<file path="config.mk">
export PLATFORM = sky130hd
export DESIGN_NAME = monobit_bit_feeder
export DESIGN_NICKNAME = d
export VERILOG_FILES = /design/src/rtl/monobit_bit_feeder_pkg.sv /design/src/rtl/monobit_byte_fifo.sv /design/src/rtl/monobit_bit_feeder.sv
export SDC_FILE = /design/constraint.sdc
export NUM_CORES = 1
export LEC_CHECK = 0
export ABC_AREA = 1
export CAP_MARGIN = 20
export CORE_UTILIZATION = 35
export CTS_BUF_LIST = sky130_fd_sc_hd__clkbuf_2
export DETAILED_ROUTE_END_ITERATION = 10
export GPL_ROUTABILITY_DRIVEN = 0
export PLACE_DENSITY = 0.52
export SLEW_MARGIN = 40
export SYNTH_ARGS = -nofsm -noshare
export SYNTH_HDL_FRONTEND = slang
export SYNTH_SLANG_ARGS = --single-unit
</file>
<file path="constraint.sdc">
create_clock -name clk -period 1.8 [get_ports clk]
set_input_delay 0.45 -clock clk [delete_from_list [all_inputs] [get_ports clk]]
set_output_delay 0.45 -clock clk [all_outputs]
set_load 0.02 [all_outputs]
</file>
<file path="src/rtl/monobit_bit_feeder_pkg.sv">
// Shared cadence constants, feeder state encoding and control bundle
// for the monobit frequency test front end.
package monobit_bit_feeder_pkg;

  localparam int MONOBIT_BEAT_CYCLES = 3;
  localparam int MONOBIT_WINDOW_BITS = 128;

  typedef enum logic [1:0] {
    FEED_IDLE   = 2'd0,
    FEED_RUN    = 2'd1,
    FEED_RESYNC = 2'd2
  } feed_state_t;

  typedef struct packed {
    logic take;
    logic underrun;
    logic load;
  } feed_ctl_t;

  function automatic logic [7:0] sat_inc8(
    input logic [7:0] v
  );
    return (v == 8'hff) ? v : v + 8'd1;
  endfunction

endpackage

</file>
<file path="src/rtl/monobit_byte_fifo.sv">
// Small sample FIFO between the entropy source and the serialiser.
// Registered read side only: a pushed entry is visible next cycle.
module monobit_byte_fifo
  import monobit_bit_feeder_pkg::*;
#(
  parameter int DATA_W     = 8,
  parameter int FIFO_DEPTH = 4
) (
  input  logic              clk,
  input  logic              rst,
  input  logic              push,
  input  logic [DATA_W-1:0] push_dat,
  input  logic              pop,
  output logic [DATA_W-1:0] pop_dat,
  output logic              full,
  output logic              empty
);

  localparam int AW = (FIFO_DEPTH > 1) ? $clog2(FIFO_DEPTH) : 1;

  logic [DATA_W-1:0] mem [FIFO_DEPTH];
  logic [AW:0]       wr_ptr;
  logic [AW:0]       rd_ptr;
  logic              do_push;
  logic              do_pop;

  assign empty   = (wr_ptr == rd_ptr);
  assign full    = (wr_ptr[AW] != rd_ptr[AW]) &&
                   (wr_ptr[AW-1:0] == rd_ptr[AW-1:0]);
  assign do_push = push && !full;
  assign do_pop  = pop && !empty;
  assign pop_dat = mem[rd_ptr[AW-1:0]];

  always_ff @(posedge clk or posedge rst) begin
    if (rst) begin
      wr_ptr <= '0;
      rd_ptr <= '0;
    end else begin
      if (do_push) begin
        wr_ptr <= wr_ptr + (AW+1)'(1);
      end
      if (do_pop) begin
        rd_ptr <= rd_ptr + (AW+1)'(1);
      end
    end
  end

  // Storage needs no reset; pointers alone define what is valid.
  always_ff @(posedge clk) begin
    if (do_push) begin
      mem[wr_ptr[AW-1:0]] <= push_dat;
    end
  end

endmodule

</file>
<file path="src/rtl/monobit_bit_feeder.sv">
// Serialises buffered entropy bytes into the monobit core's epsilon bit
// and owns the core reset so every window starts cleanly.
module monobit_bit_feeder
  import monobit_bit_feeder_pkg::*;
#(
  parameter int DATA_W      = 8,
  parameter int FIFO_DEPTH  = 4,
  parameter int BEAT_CYCLES = MONOBIT_BEAT_CYCLES,
  parameter int WINDOW_BITS = MONOBIT_WINDOW_BITS,
  parameter bit MSB_FIRST   = 1'b1
) (
  input  logic              clk,
  input  logic              rst,
  input  logic [DATA_W-1:0] in_dat,
  input  logic              in_vld,
  output logic              in_rdy,
  output logic              bit_dat,
  output logic              core_rst,
  output logic              win_done,
  output logic [7:0]        underrun_cnt
);

  localparam int CW = $clog2(DATA_W + 1);
  localparam int BW = (BEAT_CYCLES > 1) ? $clog2(BEAT_CYCLES) : 1;
  localparam int IW = (WINDOW_BITS > 1) ? $clog2(WINDOW_BITS) : 1;

  localparam logic [CW-1:0] SH_FULL   = CW'(DATA_W);
  localparam logic [CW-1:0] SH_ONE    = CW'(1);
  localparam logic [BW-1:0] BEAT_LAST = BW'(BEAT_CYCLES - 1);
  localparam logic [IW-1:0] IDX_LAST  = IW'(WINDOW_BITS - 1);

  feed_state_t       state;
  feed_state_t       state_nxt;
  feed_ctl_t         ctl;
  logic [DATA_W-1:0] sh_reg;
  logic [DATA_W-1:0] sh_next;
  logic [DATA_W-1:0] fifo_dat;
  logic [CW-1:0]     sh_cnt;
  logic [BW-1:0]     beat_cnt;
  logic [IW-1:0]     bit_idx;
  logic              fifo_full;
  logic              fifo_empty;
  logic              push;
  logic              beat0;

  assign in_rdy = !fifo_full;
  assign push   = in_vld && in_rdy;

  monobit_byte_fifo #(
    .DATA_W     (DATA_W),
    .FIFO_DEPTH (FIFO_DEPTH)
  ) u_fifo (
    .clk      (clk),
    .rst      (rst),
    .push     (push),
    .push_dat (in_dat),
    .pop      (ctl.load),
    .pop_dat  (fifo_dat),
    .full     (fifo_full),
    .empty    (fifo_empty)
  );

  assign beat0 = (state == FEED_RUN) && (beat_cnt == '0);

  always_comb begin
    ctl          = '0;
    ctl.take     = beat0 && (sh_cnt != '0);
    ctl.underrun = beat0 && (sh_cnt == '0);
    ctl.load     = !fifo_empty &&
                   ((sh_cnt == '0) ||
                    (ctl.take && (sh_cnt == SH_ONE)));
  end

  always_comb begin
    state_nxt = state;
    unique case (state)
      FEED_IDLE: begin
        if (sh_cnt == SH_FULL) begin
          state_nxt = FEED_RUN;
        end
      end
      FEED_RUN: begin
        if (ctl.underrun) begin
          state_nxt = FEED_RESYNC;
        end
      end
      FEED_RESYNC: begin
        state_nxt = FEED_IDLE;
      end
      default: begin
        state_nxt = FEED_IDLE;
      end
    endcase
  end

  always_ff @(posedge clk or posedge rst) begin
    if (rst) begin
      state <= FEED_IDLE;
    end else begin
      state <= state_nxt;
    end
  end

  // Beat counter sits at 0 outside RUN so the core's first
  // FSM beat lines up with the first take.
  always_ff @(posedge clk or posedge rst) begin
    if (rst) begin
      beat_cnt <= '0;
    end else if (state != FEED_RUN) begin
      beat_cnt <= '0;
    end else if (beat_cnt == BEAT_LAST) begin
      beat_cnt <= '0;
    end else begin
      beat_cnt <= beat_cnt + BW'(1);
    end
  end

  always_ff @(posedge clk or posedge rst) begin
    if (rst) begin
      bit_idx <= '0;
    end else if (state != FEED_RUN) begin
      bit_idx <= '0;
    end else if (ctl.take) begin
      bit_idx <= (bit_idx == IDX_LAST) ? '0 : bit_idx + IW'(1);
    end
  end

  always_ff @(posedge clk or posedge rst) begin
    if (rst) begin
      win_done     <= 1'b0;
      underrun_cnt <= '0;
    end else begin
      win_done <= ctl.take && (bit_idx == IDX_LAST);
      if (ctl.underrun) begin
        underrun_cnt <= sat_inc8(underrun_cnt);
      end
    end
  end

  assign sh_next = MSB_FIRST ? {sh_reg[DATA_W-2:0], 1'b0}
                             : {1'b0, sh_reg[DATA_W-1:1]};

  // Shifting in zeros keeps bit_dat at 0 once the byte is spent.
  always_ff @(posedge clk or posedge rst) begin
    if (rst) begin
      sh_reg <= '0;
      sh_cnt <= '0;
    end else if (ctl.load) begin
      sh_reg <= fifo_dat;
      sh_cnt <= SH_FULL;
    end else if (ctl.take) begin
      sh_reg <= sh_next;
      sh_cnt <= sh_cnt - SH_ONE;
    end
  end

  assign bit_dat  = MSB_FIRST ? sh_reg[DATA_W-1] : sh_reg[0];
  assign core_rst = (state != FEED_RUN);

endmodule
</file>
==> metrics.md, run 1 <==
| Metric | Value |
|---|---|
| Status | `finished, violations left` |
| Failing checks | `setup timing` |
| Peak Freq | `0.550 GHz` |
| Unrepaired setup endpoints after global routing | `yes` |
| Register area | `1910 um2` |
| Via count | `2,315` |
| Top cells by area, synth | `edfxtp_1 29%, dfrtp_1 29%, nand2_1 9.2%, nor2_1 5.5%, inv_1 4.3%` |
| WL/cell | `11.8 um` |
| CTS buffer count | `9` |
| Largest area contributor in the netlist | `edfxtp_1` |
| Iteration-0 DRC Markers | `approximately 80` |
| Startpoint types | `flop` |
| Number of flip-flops in the largest register | `32` |
| RR Endpoint | `sh_reg[6]$_DFFE_PP0P_` |
| Commonest non-fill, non-tap cell in the layout | `nand2_1` |
| Share of the synthesized area in the top cell type | `between 20 and 30%` |
| Placed insts | `between 400 and 500` |
| Fillcell total | `about 910` |
| Flop-to-flop setup slack | `0.18 ns` |
| CORE AREA | `~9000 um2` |
| Place WS | `approximately 0.034 ns` |
| Crit Path Max Fanout | `3` |
| Worst-path cell chain | `clkinv_4 -> nand2_2 -> nand2_2 -> nand3_2 -> buf_6` |
| Final Skew | `between 0.02 and 0.025 ns` |
| Post-layout net count | `419` |
| #FFs+latches synth | `70` |
| CP startpoint | `u_fifo.rd_ptr[0]$_DFFE_PP0P_` |
| DRT Pass-1 Iters | `6` |
| Setup TNS Final | `-0.0177 ns` |
| CTS H-tree lvls | `3` |
| Final Hold Viols | `0` |
| Synth warn | `0` |
| Crit path DAT | `about 1.4 ns` |
| Worst setup margin | `-0.0177 ns` |
| Syn nets | `between 300 and 400` |
| First-pass GRT wire length | `roughly 10,000 um` |
| FF-to-FF path depth | `9` |
| Antenna violations before repair | `0` |
| Post-layout util | `between 40% and 50%` |
| Most used cell, CP | `nand2_2` |
| Slew HR | `between 70% and 80%` |
| Clk_lat worst skew | `roughly 0.5 ns` |
| P_leak | `1.84 nW` |
| Final non-filler cell area | `3930 um2` |
| Syn Area/Cell | `approximately 9.6 um2` |
| # IOs | `23` |
| Routed vias/inst | `between 4 and 5` |
| Antenna Cells | `0` |
| Slew @ Worst Pin | `0.338 ns` |
| Netlist Area Pre-Place | `about 3300 um2` |
| WL final | `about 6000 um` |
| PwrDens | `between 1500 and 2000 nW/um2` |
| Slew Limit Fails | `0` |
| Site Rows | `35` |
| Post-route ant nets | `0` |
| Root Buffer | `clkbuf_2` |
| Clk sinks | `70` |
| Placed cell area | `roughly 3700 um2` |
| Cts hold-fix bufs | `0` |
| Final setup violation count | `1` |
| Setup crit end kind | `output pin` |
| DRC Markers | `0` |
| GRT Util Overall | `13.7%` |
| Final worst path period need | `around 1.8 ns` |
| Multi-input logic area | `about 1200 um2` |
| Power Total | `approximately 6 mW` |
| Share of layout cells above drive strength 1 | `~18%` |
| Number of port buffers | `22` |
| Worst setup path class | `reg2out` |
| DP HPWL | `about 3900 um` |
| RR Startpoint | `sh_cnt[0]$_DFFE_PP0P_` |
| Total grt overflow | `0` |
| Die area | `roughly 9800 um2` |
| Worst min path class | `in2async` |
| Seq/Total Area, Yosys | `between 50% and 60%` |
| Die width | `~99 um` |
| Max Root-Sink Buffers | `2` |
| Critical-path top delay cell | `dfrtp_2` |
| Die Height | `99.1 um` |
| Reg clk slew, reported paths | `0.23 ns` |
| Synthesized instance count | `about 350` |
| Max-Cap Viols | `0` |
| Max VDD drop | `approximately 0.6 mV` |
| Area Overhead vs Synth | `19.3%` |
| Hold WS | `approximately 0.26 ns` |
| Largest net degree at the start of global routing | `39` |
| Final worst path period share | `101%` |
| Vias in the first global route | `between 2,000 and 2,500` |
| Final cell count without fillers | `between 500 and 600` |
| Starting Density | `35.9%` |
| Biggest cell delay along the critical path | `between 0.4 and 0.5 ns` |
| TritonCTS clock tree | `yes` |
| Commonest non-fill, non-tap cells in the layout | `75 x nand2_1, 48 x nor2_1, 37 x dfrtp_1, 34 x inv_1, 32 x edfxtp_1` |
| Post-synth cell types | `27` |
| Worst endpoint required time | `~1.4 ns` |
-- power by group --
part           switching (mW)  internal [mW]
Clock                   0.636          0.202
Combinational            1.66           1.08
Sequential              0.248           2.14
Total                    2.55           3.42
-- routing by layer --
layer,global-route usage (%),up-vias,routed length [um]
li1,-,1227,-
met1,18.2,1049,2990
met2,21.7,31,2850
met3,3.69,8,156
met4,4.75,0,81
met5,0,-,0
-- worst max path at each step --
stage,endpoint,slack [ns],cells past startpoint
2_1_floorplan,u_fifo.mem[3][0]$_DFFE_PP_,0.005,7
3_3_place_gp,in_rdy,0.05,4
3_5_place_dp,in_rdy,0.03,6
4_1_cts,in_rdy,-0.14,5
5_1_grt,in_rdy,-0.14,5
6_report,in_rdy,-0.02,5
-- critical path: cells and delay by family, from the launching register on --
kind                   cells  cell delay [ns]
buffers and inverters      2             0.19
and+or+nand+nor            3             0.22
DFF                        1             0.48
-- logic make-up after synthesis --
family	count (synthesis)	share of synthesized area [%]
buffers and inverters	49	6.91
and+or+nand+nor	166	21.9
adders and majority gates	10	3.80
xor gates and xnor gates	9	2.39
AOI/OAI and AO/OA	41	6.98
DFF	70	58.0
-- synth_stat cells, drive strengths merged --
| library cell | count |
|---|---|
| xor2 | 5 |
| o22ai | 9 |
| buf | 7 |
| a21oi | 6 |
| xnor2 | 4 |
| o21ai | 25 |
| ha | 10 |
| dfrtp | 38 |
| nor2 | 52 |
| nor3 | 3 |
| a211oi | 1 |
| nand4 | 2 |
| nand2 | 86 |
| edfxtp | 32 |
| inv | 42 |
| nand3 | 23 |
-- repair_timing --
item                                    in CTS  in global routing
pin swaps                                    0                  3
gates cloned                                 0                  0
setup buffers                                8                  5
endpoints found under the setup margin      12                  5
gates resized for setup                     19                 16
-- final cells by class --
| type | instances | area share [%] |
|---|---|---|
| timing repair buffer | 49 | 11.0 |
| clock buffer | 9 | 1.15 |
| inverter | 42 | 4.33 |
| multi-input combinational | 226 | 29.9 |
| sequential | 70 | 48.6 |
| tap | 111 | 3.53 |
| clock inverter | 7 | 1.43 |
(Power assumes the default switching activity.)
==> run 2: changes to the inputs <==
--- a/config.mk
+++ b/config.mk
@@ -6,13 +6,14 @@
 export NUM_CORES = 1
 export LEC_CHECK = 0
 export ABC_AREA = 1
+export ABC_CLOCK_PERIOD_IN_PS = 1800
 export CAP_MARGIN = 20
 export CORE_UTILIZATION = 35
 export CTS_BUF_LIST = sky130_fd_sc_hd__clkbuf_2
 export DETAILED_ROUTE_END_ITERATION = 10
 export GPL_ROUTABILITY_DRIVEN = 0
 export PLACE_DENSITY = 0.52
-export SLEW_MARGIN = 40
+export SLEW_MARGIN = 10
 export SYNTH_ARGS = -nofsm -noshare
 export SYNTH_HDL_FRONTEND = slang
 export SYNTH_SLANG_ARGS = --single-unit
==> results of run 2 <==
Same layout as run 1: the final DEF is identical, and so are final timing and power.
